### config.mk
export PLATFORM = sky130hd
export DESIGN_NAME = digit_serial_adder_nb_flat
export DESIGN_NICKNAME = d
export VERILOG_FILES = /design/src/rtl/digit_serial_adder_nb_if.sv /design/src/rtl/digit_serial_adder_nb.sv /design/src/flat_wrapper.sv
export SDC_FILE = /design/constraint.sdc
export NUM_CORES = 1
export LEC_CHECK = 0
export BUFFER_PORTS_ARGS = -buffer_cell sky130_fd_sc_hd__buf_4
export CAP_MARGIN = 25
export CORE_ASPECT_RATIO = 0.75
export CORE_MARGIN = 2
export CORE_UTILIZATION = 44
export CTS_CLUSTER_SIZE = 40
export DETAILED_ROUTE_END_ITERATION = 12
export GPL_TIMING_DRIVEN = 0
export MAX_ROUTING_LAYER = met4
export PLACE_DENSITY = 0.62
export SYNTH_ARGS = -nofsm -noshare
export SYNTH_HDL_FRONTEND = slang
export SYNTH_SLANG_ARGS = --single-unit
### constraint.sdc
create_clock -name i_clk -period 5.4 [get_ports i_clk]
set_clock_uncertainty 0.1 [all_clocks]
set_input_delay 0.27 -clock i_clk [delete_from_list [all_inputs] [get_ports i_clk]]
set_output_delay 0.27 -clock i_clk [all_outputs]
set_load 0.01 [all_outputs]
### src/rtl/digit_serial_adder_nb_if.sv
// Handshake and operand/result bundle for digit_serial_adder_nb.
// The slave modport is the adder's view; master is the operand source and result consumer.
interface digit_serial_adder_nb_if #(
   parameter int N = 16
);
   logic         i_valid;
   logic         o_ready;
   logic [N-1:0] i_op_a;
   logic [N-1:0] i_op_b;
   logic         i_carry_in;
   logic         i_sub;
   logic         o_valid;
   logic         i_ready;
   logic [N-1:0] o_sum;
   logic         o_carry_out;
   logic         o_overflow;
   logic         o_zero;

   modport slave (
      input  i_valid, i_op_a, i_op_b, i_carry_in, i_sub, i_ready,
      output o_ready, o_valid, o_sum, o_carry_out, o_overflow, o_zero
   );

   modport master (
      output i_valid, i_op_a, i_op_b, i_carry_in, i_sub, i_ready,
      input  o_ready, o_valid, o_sum, o_carry_out, o_overflow, o_zero
   );
endinterface

### src/rtl/digit_serial_adder_nb.sv
// Multi-cycle N-bit adder/subtractor that processes one D-bit digit per cycle through a
// registered carry, with valid/ready handshakes and carry/overflow/zero flags.
module digit_serial_adder_nb #(
   parameter int N = 16,
   parameter int D = 4
) (
   input  logic                  i_clk,
   input  logic                  i_rst,
   digit_serial_adder_nb_if.slave bus
);
   localparam int K  = N / D;
   localparam int CW = (K > 1) ? $clog2(K) : 1;

   typedef enum logic [1:0] {
      IDLE = 2'd0,
      RUN  = 2'd1,
      DONE = 2'd2
   } state_t;

   state_t         state_q, state_d;
   logic [N-1:0]   a_q, a_d;
   logic [N-1:0]   b_q, b_d;
   logic [N-1:0]   work_q, work_d;
   logic           carry_q, carry_d;
   logic [CW-1:0]  cnt_q, cnt_d;
   logic [N-1:0]   sum_q, sum_d;
   logic           cout_q, cout_d;
   logic           ovf_q, ovf_d;
   logic           zero_q, zero_d;

   logic [D-1:0]   a_dig_s;
   logic [D-1:0]   b_dig_s;
   logic [D:0]     dig_sum_s;
   logic           msb_cin_s;
   logic           ready_s;
   logic           valid_s;

   assign a_dig_s   = a_q[cnt_q*D +: D];
   assign b_dig_s   = b_q[cnt_q*D +: D];
   assign dig_sum_s = {1'b0, a_dig_s} + {1'b0, b_dig_s} + {{D{1'b0}}, carry_q};
   // Carry into the sign bit, recovered from the sum bit of the top digit.
   assign msb_cin_s = a_dig_s[D-1] ^ b_dig_s[D-1] ^ dig_sum_s[D-1];

   // State and datapath registers.
   always_ff @(posedge i_clk) begin
      if (i_rst) begin
         state_q <= IDLE;
         a_q     <= {N{1'b0}};
         b_q     <= {N{1'b0}};
         work_q  <= {N{1'b0}};
         carry_q <= 1'b0;
         cnt_q   <= {CW{1'b0}};
         sum_q   <= {N{1'b0}};
         cout_q  <= 1'b0;
         ovf_q   <= 1'b0;
         zero_q  <= 1'b0;
      end else begin
         state_q <= state_d;
         a_q     <= a_d;
         b_q     <= b_d;
         work_q  <= work_d;
         carry_q <= carry_d;
         cnt_q   <= cnt_d;
         sum_q   <= sum_d;
         cout_q  <= cout_d;
         ovf_q   <= ovf_d;
         zero_q  <= zero_d;
      end
   end

   // Next-state and datapath update.
   always_comb begin
      state_d = state_q;
      a_d     = a_q;
      b_d     = b_q;
      work_d  = work_q;
      carry_d = carry_q;
      cnt_d   = cnt_q;
      sum_d   = sum_q;
      cout_d  = cout_q;
      ovf_d   = ovf_q;
      zero_d  = zero_q;
      case (state_q)
         IDLE: begin
            if (bus.i_valid) begin
               state_d = RUN;
               a_d     = bus.i_op_a;
               b_d     = bus.i_sub ? ~bus.i_op_b : bus.i_op_b;
               carry_d = bus.i_sub ? 1'b1 : bus.i_carry_in;
               cnt_d   = {CW{1'b0}};
            end else begin
               state_d = IDLE;
            end
         end
         RUN: begin
            work_d[cnt_q*D +: D] = dig_sum_s[D-1:0];
            carry_d              = dig_sum_s[D];
            if (cnt_q == CW'(K - 1)) begin
               state_d = DONE;
               cnt_d   = {CW{1'b0}};
               sum_d   = work_d;
               cout_d  = dig_sum_s[D];
               ovf_d   = msb_cin_s ^ dig_sum_s[D];
               zero_d  = (work_d == {N{1'b0}});
            end else begin
               state_d = RUN;
               cnt_d   = cnt_q + {{(CW-1){1'b0}}, 1'b1};
            end
         end
         DONE: begin
            if (bus.i_ready) begin
               state_d = IDLE;
            end else begin
               state_d = DONE;
            end
         end
         default: begin
            state_d = IDLE;
         end
      endcase
   end

   // Handshake outputs decoded from the registered state only.
   always_comb begin
      ready_s = 1'b0;
      valid_s = 1'b0;
      case (state_q)
         IDLE:    ready_s = 1'b1;
         RUN:     ready_s = 1'b0;
         DONE:    valid_s = 1'b1;
         default: ready_s = 1'b0;
      endcase
   end

   assign bus.o_ready     = ready_s;
   assign bus.o_valid     = valid_s;
   assign bus.o_sum       = sum_q;
   assign bus.o_carry_out = cout_q;
   assign bus.o_overflow  = ovf_q;
   assign bus.o_zero      = zero_q;
endmodule

### src/flat_wrapper.sv
// flat-port wrapper written by rule: the top's interface ports become plain ports
module digit_serial_adder_nb_flat 
#(
   parameter int N = 16,
   parameter int D = 4
)
  (i_clk, i_rst, bus_i_valid, bus_i_op_a, bus_i_op_b, bus_i_carry_in, bus_i_sub, bus_i_ready, bus_o_ready, bus_o_valid, bus_o_sum, bus_o_carry_out, bus_o_overflow, bus_o_zero);
  digit_serial_adder_nb_if #(.N(N)) bus_i ();
  input  logic i_clk;
  input  logic i_rst;
  input wire logic [$bits(bus_i.i_valid)-1:0] bus_i_valid;
  input wire logic [$bits(bus_i.i_op_a)-1:0] bus_i_op_a;
  input wire logic [$bits(bus_i.i_op_b)-1:0] bus_i_op_b;
  input wire logic [$bits(bus_i.i_carry_in)-1:0] bus_i_carry_in;
  input wire logic [$bits(bus_i.i_sub)-1:0] bus_i_sub;
  input wire logic [$bits(bus_i.i_ready)-1:0] bus_i_ready;
  output wire logic [$bits(bus_i.o_ready)-1:0] bus_o_ready;
  output wire logic [$bits(bus_i.o_valid)-1:0] bus_o_valid;
  output wire logic [$bits(bus_i.o_sum)-1:0] bus_o_sum;
  output wire logic [$bits(bus_i.o_carry_out)-1:0] bus_o_carry_out;
  output wire logic [$bits(bus_i.o_overflow)-1:0] bus_o_overflow;
  output wire logic [$bits(bus_i.o_zero)-1:0] bus_o_zero;
  assign bus_i.i_valid = bus_i_valid;
  assign bus_i.i_op_a = bus_i_op_a;
  assign bus_i.i_op_b = bus_i_op_b;
  assign bus_i.i_carry_in = bus_i_carry_in;
  assign bus_i.i_sub = bus_i_sub;
  assign bus_i.i_ready = bus_i_ready;
  assign bus_o_ready = bus_i.o_ready;
  assign bus_o_valid = bus_i.o_valid;
  assign bus_o_sum = bus_i.o_sum;
  assign bus_o_carry_out = bus_i.o_carry_out;
  assign bus_o_overflow = bus_i.o_overflow;
  assign bus_o_zero = bus_i.o_zero;
  digit_serial_adder_nb #(.N(N), .D(D)) u_core (.i_clk(i_clk), .i_rst(i_rst), .bus(bus_i));
endmodule
==> results of run 1 <==
## area by class of cell
cell class / instances / area [um^2] / area share (%)
Timing Repair Buffer: 56 / 420.4 / 10.05
Sequential cell: 72 / 1441 / 34.47
Tap cell: 101 / 126.4 / 3.022
Inverter: 8 / 30.03 / 0.7181
Clock buffer: 10 / 127.6 / 3.052
Clock inverter: 6 / 68.82 / 1.646
Buffer: 31 / 132.6 / 3.172
Multi-Input combinational cell: 275 / 1834 / 43.87
## metal layers
metal	global-route usage, %	share of wire (%)	up-vias
li1	-	-	1490
met1	30.66	52	1367
met2	32.45	42	69
met3	4.545	5.3	12
met4	6.711	1.1	0
met5	-	0	-
## cell families after synthesis
group / Yosys count / share of synthesized area (%)
mux: 12 / 6.405
flops: 72 / 41.92
compound gates: 87 / 17.32
simple gates: 146 / 20.12
fa+ha+maj: 11 / 4.440
xor+xnor: 19 / 5.058
buf+inv: 39 / 4.731
## flip-flops by register name, indices dropped and copies added (netlist names)
| name | cells |
|---|---|
| u_core.b_q | 16 |
| u_core.carry_q | 1 |
| u_core.state_q | 2 |
| u_core.bus.o_sum | 16 |
| u_core.work_q | 16 |
| u_core.bus.o_overflow | 1 |
| u_core.cnt_q | 2 |
| u_core.bus.o_carry_out | 1 |
| u_core.a_q | 16 |
| u_core.bus.o_zero | 1 |
## power breakdown
part / switching (mW) / internal [mW] / leakage (nW)
clock: 0.210 / 0.216 / 0.0968
combinational: 0.126 / 0.0900 / 0.927
sequential: 0.0159 / 0.558 / 0.589
## worst min-delay path: stages
cell                      delay, ns
sky130_fd_sc_hd__buf_4         0.11
sky130_fd_sc_hd__nand2_1       0.04
sky130_fd_sc_hd__a21oi_1       0.05
## metrics by stage
step | hold slack (ns) | worst slack, ns | utilization, % | cell area, um^2 | instances
CTS | 0.04473 | 1.696 | 56.01 | 4182 | 559
global route | 0.04919 | 1.489 | 56.01 | 4182 | 559
floorplan | 0.3060 | 2.334 | - | 3438 | 386
global placement | 0.3391 | 1.789 | 53.38 | 3985 | 543
finish | 0.05376 | 1.728 | 56.01 | 4182 | 559
detailed placement | 0.3451 | 1.730 | 53.38 | 3985 | 543
## placed cells by master (no fill, tap or decap), types with 2 or more instances in the layout
master,count
sky130_fd_sc_hd__a221oi_1,3
sky130_fd_sc_hd__a22oi_1,3
sky130_fd_sc_hd__nor3b_2,2
sky130_fd_sc_hd__mux2i_1,4
sky130_fd_sc_hd__a211oi_1,35
sky130_fd_sc_hd__nor2b_1,9
sky130_fd_sc_hd__a311oi_1,3
sky130_fd_sc_hd__nand3_1,7
sky130_fd_sc_hd__nand4_1,4
sky130_fd_sc_hd__clkbuf_8,9
sky130_fd_sc_hd__nand2_1,48
sky130_fd_sc_hd__nand2b_1,7
sky130_fd_sc_hd__a21oi_1,23
sky130_fd_sc_hd__nand3b_1,2
sky130_fd_sc_hd__buf_1,3
sky130_fd_sc_hd__xnor2_1,17
sky130_fd_sc_hd__o21ai_1,2
sky130_fd_sc_hd__clkinv_4,2
sky130_fd_sc_hd__o21ai_0,2
sky130_fd_sc_hd__nor2_1,50
sky130_fd_sc_hd__dfxtp_1,72
sky130_fd_sc_hd__clkbuf_1,18
sky130_fd_sc_hd__buf_4,57
sky130_fd_sc_hd__a31oi_1,8
sky130_fd_sc_hd__and3b_1,2
sky130_fd_sc_hd__and2_1,3
sky130_fd_sc_hd__nor3_1,5
sky130_fd_sc_hd__inv_1,7
sky130_fd_sc_hd__buf_2,10
sky130_fd_sc_hd__ha_1,9
sky130_fd_sc_hd__nor4bb_1,2
sky130_fd_sc_hd__fa_1,2
sky130_fd_sc_hd__mux4_2,8
## final timing paths
path / slack, ns / start / cells past startpoint / end
worst min register to register: 0.35 / u_core.work_q[15] / 2 / u_core.work_q[15]
worst min-delay path: 0.05 / bus_i_op_a[6] / 3 / u_core.a_q[6]
worst max register to register: 1.73 / u_core.cnt_q[0] / 11 / u_core.bus.o_zero
worst max-delay path: 1.73 / u_core.cnt_q[0] / 11 / u_core.bus.o_zero
==> implementation parameters, run 1 <==
Parameter                              Value

Setup path
  Worst endpoint required time    5.60 ns
  Worst path max stage delay    about 0.6 ns
  Count of buffer and inverter cells on the critical path    3
  Category of the most critical setup path    reg -> reg
  Crit-path leading delay family    buffers and inverters
  Category of the worst setup path launch point    flop
  Setup crit end kind    flop
  Cell breakdown of the critical path    buf_2 > buf_2 > mux4_2 > fa_1 > inv_1 > fa_1 > xnor2_1 > o311ai_0 > nand4_1 > nor4_1 > a31o_1
  Highest-delay cell along the critical path    sky130_fd_sc_hd__mux4_2
  Maximum fanout count along the critical path    10
  Crit path DAT    3.87 ns

Clock network
  H-tree levels    3
  CTS clock-pin slew for the worst setup and hold paths    0.08 ns
  Clk_lat worst skew    0.36 ns
  Post-CTS Setup Repair Bufs    0
  Number of sinks driven by the clock tree    72
  CTS buffer count    9
  Hold Buf Count CTS    0
  CTS max path bufs    2
  Clock tree root driver cell    sky130_fd_sc_hd__clkbuf_8
  TritonCTS clock tree    done
  PostCTS Resize Cnt    0

GRT
  Number of antenna violations at the first check in global routing    0
  Via count of the first global-routing pass    2834
  Pin count of the biggest net entering global routing    14
  Remaining Overflow, GRT    0
  GRT Resource Usage Total    22.07%
  First-pass GRT wire length    14.06 mm

Logic synthesis
  Number of synthesized flops with an enable pin    0
  Proportion of register bits with asynchronous set or reset after synthesis    0%
  Cell with the most instances after synthesis    sky130_fd_sc_hd__dfxtp_1
  Top cells by area, synth    sky130_fd_sc_hd__dfxtp_1, sky130_fd_sc_hd__a211oi_1, sky130_fd_sc_hd__nor2_1
  Most common flop cell mapped by yosys    sky130_fd_sc_hd__dfxtp_1
  Total of flip-flops plus latches after synthesis    72
  Number of warnings reported in the yosys synthesis log    0
  Most area-hungry cell type in the Yosys netlist    sky130_fd_sc_hd__dfxtp_1
  Number of distinct standard cells referenced by the synthesized netlist    47
  Share of synthesized area occupied by flip-flops and latches    about two fifths
  Post-Synthesis Net Count    435
  Synthesized area    3438 um^2
  Gate count of the mapped netlist    386
  Proportion of netlist area held by the largest area contributor    41.92%
  Commonest cells in the synthesized netlist    sky130_fd_sc_hd__dfxtp_1, sky130_fd_sc_hd__nor2_1, sky130_fd_sc_hd__nand2_1
  Mean instance size in the synthesized netlist    approximately 8.9 um^2

Final layout
  Fraction of final layout cells with drive strength greater than 1    20.96%
  Total Nets Final    approximately 500
  Filler instances    roughly 730
  Final antenna diode count    0
  Layout-stage area growth over the synthesis result    21.62%

Timing
  Period minus WS final    3.672 ns
  Actual slew at the worst max-slew pin    ~0.74 ns
  Slew Limit Headroom    between 50% and 60%
  Tcrit/Tclk final    68.00%
  Unrepaired setup endpoints after global routing    no
  Maximum clock rate    roughly 270 MHz
  Number of pins exceeding their max-slew limit in the final report    0
  Setup-violating endpoint count in the final report    0
  Total negative setup slack    0 ns
  Hold Vio Cnt, Final    0

Detailed routing
  Total Routed Length    roughly 8.6 mm
  Routed len/inst    about 15 um
  Antenna Violating Nets Remaining    0
  Initial detailed-routing violation count    119
  First drt pass iteration count    4
  Remaining design rule violation count    0
  Detailed-route via count    2938
  Routed vias/inst    approximately 5.3

Pwr
  Worst IR Drop VDD    0.1295 mV
  Final Total Pwr    ~1.2 mW
  Standby leakage power    1.613 nW
  Power density normalized to cell area    slightly below 300 nW/um^2

Floorplanning
  Core Area    7466 um^2
  Number of placed I/O pins    59
  Horizontal die dimension    approximately 110 um
  Full die area    8545 um^2
  Starting density of the core    46.05%
  Die height    slightly above 80 um
  Cell row count    27

Place
  Number of buffers inserted by port buffering    56
  Dpl hpwl    6.501 mm
  Final weighted congestion in routability-driven placement    between 0.8 and 0.9

Run status
  Run status    finished clean

Run
  # Max-Cap Violations    0

Min path
  Type of the worst min-delay path    in -> reg
(Power assumes the default switching activity.)
==> run 2, diff against run 1 <==
==> constraint.sdc (replaced) <==
create_clock -name i_clk -period 3.7 [get_ports i_clk]
set_clock_uncertainty 0.1 [all_clocks]
set_input_delay 0.185 -clock i_clk [delete_from_list [all_inputs] [get_ports i_clk]]
set_output_delay 0.185 -clock i_clk [all_outputs]
set_load 0.01 [all_outputs]
==> implementation parameters, run 2 (same netlist as run 1, synthesis figures left out) <==
Parameter                              Value

Pwr
  Final Total Pwr    1.797 mW (was 1.216 mW)
  Power density normalized to cell area    411.7 nW/um^2 (was 290.8 nW/um^2)
  Standby leakage power    1.690 nW (was 1.613 nW)
  Worst IR Drop VDD    0.2054 mV (was 0.1295 mV)

Setup path
  Cell breakdown of the critical path    buf_2 > buf_4 > mux4_2 > fa_1 > inv_1 > fa_1 > xnor2_2 > o311ai_1 > nand4_1 > nor4_1 > a31o_1 (was buf_2 > buf_2 > mux4_2 > fa_1 > inv_1 > fa_1 > xnor2_1 > o311ai_0 > nand4_1 > nor4_1 > a31o_1)
  Count of buffer and inverter cells on the critical path    3 (unchanged)
  Worst path max stage delay    0.57 ns (was 0.60 ns)
  Worst endpoint required time    3.90 ns (was 5.60 ns)
  FF-to-FF path depth    11 (unchanged)
  Crit path DAT    3.65 ns (was 3.87 ns)
  Maximum fanout count along the critical path    10 (unchanged)
  CP dominant cell by count    sky130_fd_sc_hd__fa_1
  R2R Setup Slk    0.25 ns (was 1.73 ns)
  Setup crit end kind    flop (unchanged)
  Highest-delay cell along the critical path    sky130_fd_sc_hd__mux4_2 (unchanged)
  Category of the most critical setup path    reg -> reg (unchanged)
  Crit-path leading delay family    adder cells (was buffers and inverters)
  Category of the worst setup path launch point    flop (unchanged)
  Endpoint of the worst register-to-register path    u_core.bus.o_zero (unchanged)
  Startpoint of the most critical register-to-register path    u_core.cnt_q[0] (unchanged)

Clock network
  Clk_lat worst skew    0.36 ns (about the same)
  H-tree levels    3 (unchanged)
  TritonCTS clock tree    done (unchanged)
  Number of sinks driven by the clock tree    72 (unchanged)
  CTS max path bufs    2 (unchanged)
  Post-CTS Setup Repair Bufs    0 (unchanged)
  CTS buffer count    9 (unchanged)
  CTS clock-pin slew for the worst setup and hold paths    0.08 ns (about the same)
  Clock tree root driver cell    sky130_fd_sc_hd__clkbuf_8 (unchanged)

Floorplanning
  Starting density of the core    46.05% (unchanged)
  Number of placed I/O pins    59 (unchanged)
  Core Area    7466 um^2 (unchanged)
  Full die area    8545 um^2 (unchanged)
  Die height    80.56 um (unchanged)
  Horizontal die dimension    106.1 um (unchanged)
  Cell row count    27 (unchanged)

GRT
  First-pass GRT wire length    14.32 mm (was 14.06 mm)
  GRT Resource Usage Total    22.44% (was 22.07%)
  Via count of the first global-routing pass    2929 (was 2834)
  Number of antenna violations at the first check in global routing    0 (unchanged)
  Remaining Overflow, GRT    0 (unchanged)
  Pin count of the biggest net entering global routing    14 (unchanged)

Min path
  Type of the worst min-delay path    in -> reg (unchanged)
  Worst Hold Launch    bus_i_op_b[7] (was bus_i_op_a[6])
  Cells on Worst Hold Path    3 (unchanged)
  Worst hold path endpoint    u_core.b_q[7] (was u_core.a_q[6])

Detailed routing
  Remaining design rule violation count    0 (unchanged)
  Antenna Violating Nets Remaining    0 (unchanged)
  Detailed-route via count    3046 (was 2938)
  Routed len/inst    15.30 um (was 15.36 um)
  Total Routed Length    8.795 mm (was 8.584 mm)
  Initial detailed-routing violation count    133 (was 119)
  First drt pass iteration count    5 (was 4)
  Routed vias/inst    5.297 (was 5.256)

Final layout
  Final antenna diode count    0 (unchanged)
  Fraction of final layout cells with drive strength greater than 1    20.89% (was 20.96%)
  Filler instances    705 (was 729)
  Most frequent standard cell in the layout excluding fill and tap cells    sky130_fd_sc_hd__dfxtp_1 (unchanged)
  Layout-stage area growth over the synthesis result    26.93% (was 21.62%)
  Total Nets Final    518 (was 502)
  Commonest cells after routing, fill and taps aside    sky130_fd_sc_hd__dfxtp_1, sky130_fd_sc_hd__buf_4, sky130_fd_sc_hd__nor2_1 (unchanged)

Timing
  Tcrit/Tclk final    93.29% (was 68.00%)
  Hold Vio Cnt, Final    0 (unchanged)
  Unrepaired setup endpoints after global routing    no (unchanged)
  Number of pins exceeding their max-slew limit in the final report    0 (unchanged)
  Period minus WS final    3.452 ns (was 3.672 ns)
  Actual slew at the worst max-slew pin    0.6234 ns (was 0.7407 ns)
  Maximum clock rate    289.7 MHz (was 272.4 MHz)
  Slew Limit Headroom    58.44% (was 50.27%)
  Setup-violating endpoint count in the final report    0 (unchanged)
  Total negative setup slack    0 ns (unchanged)

Place
  Dpl hpwl    6.501 mm (unchanged)
  Number of buffers inserted by port buffering    56 (unchanged)
  Final weighted congestion in routability-driven placement    0.8694 (unchanged)

Run
  # Max-Cap Violations    0 (unchanged)

Run status
  Run status    finished clean (unchanged)
[run 2: changes by cell type in the layout (fill, tap and decap cells not counted), sizes merged]
cell and delta:
dlygate4sd3 +16
[run 2: where the power goes]
part,switching (mW),internal (mW)
Clock,0.309,0.315
Sequential,0.0232,0.815
Combinational,0.190,0.145
Total,0.522,1.28
[run 2: area by class of cell]
type | instances | area [um^2] | area share (%)
Multi-Input combinational cell | 275 | 1854 | 42.49
Inverter | 8 | 30.03 | 0.6881
Timing Repair Buffer | 72 | 580.6 | 13.30
Buffer | 31 | 135.1 | 3.096
Tap cell | 101 | 126.4 | 2.896
Clock buffer | 10 | 127.6 | 2.924
Clock inverter | 6 | 68.82 | 1.577
Sequential cell | 72 | 1441 | 33.03
[run 2: worst min-delay path: cells and delay by family]
| family | cells | cell delay, ns |
|---|---|---|
| buf+inv | 1 | 0.08 |
| compound gates | 1 | 0.06 |
| xor+xnor | 1 | 0.10 |
[run 2: how the worst max path moves through the flow]
stage | startpoint | end | depth (start not counted)
floorplan | u_core.cnt_q[0] | u_core.bus.o_zero | 11
global placement | u_core.cnt_q[0] | u_core.bus.o_zero | 11
detailed placement | u_core.cnt_q[0] | u_core.bus.o_zero | 11
CTS | u_core.cnt_q[0] | u_core.bus.o_zero | 11
global route | u_core.cnt_q[0] | u_core.bus.o_zero | 11
finish | u_core.cnt_q[0] | u_core.bus.o_zero | 11
[run 2: what timing repair did]
action,CTS,global route
resized for setup,1,5
hold endpoints to repair,16,0
endpoints found under the setup margin,1,1
hold buffers,16,0
pin swaps,0,1
[run 2: metrics by stage]
stage,hold slack (ns),cell area (um^2),instances,setup slack (ns),util [%]
6_report,0.004626,4364,575,0.2482,58.45
5_1_grt,0.004787,4364,575,0.02530,58.45
4_1_cts,0.0005877,4342,575,0.01521,58.15
3_5_place_dp,0.3437,3985,543,0.02982,53.38
3_3_place_gp,0.3360,3985,543,0.08891,53.38
2_1_floorplan,0.2210,3438,386,0.6341,-
[run 2: layer usage]
metal / up-vias / share of wire [%] / GRT usage (%)
met2: 83 / 43 / 34.13
met1: 1435 / 50 / 30.41
met3: 6 / 6.1 / 4.545
met4: 0 / 0.77 / 6.711
li1: 1522 / - / -
met5: - / 0 / -
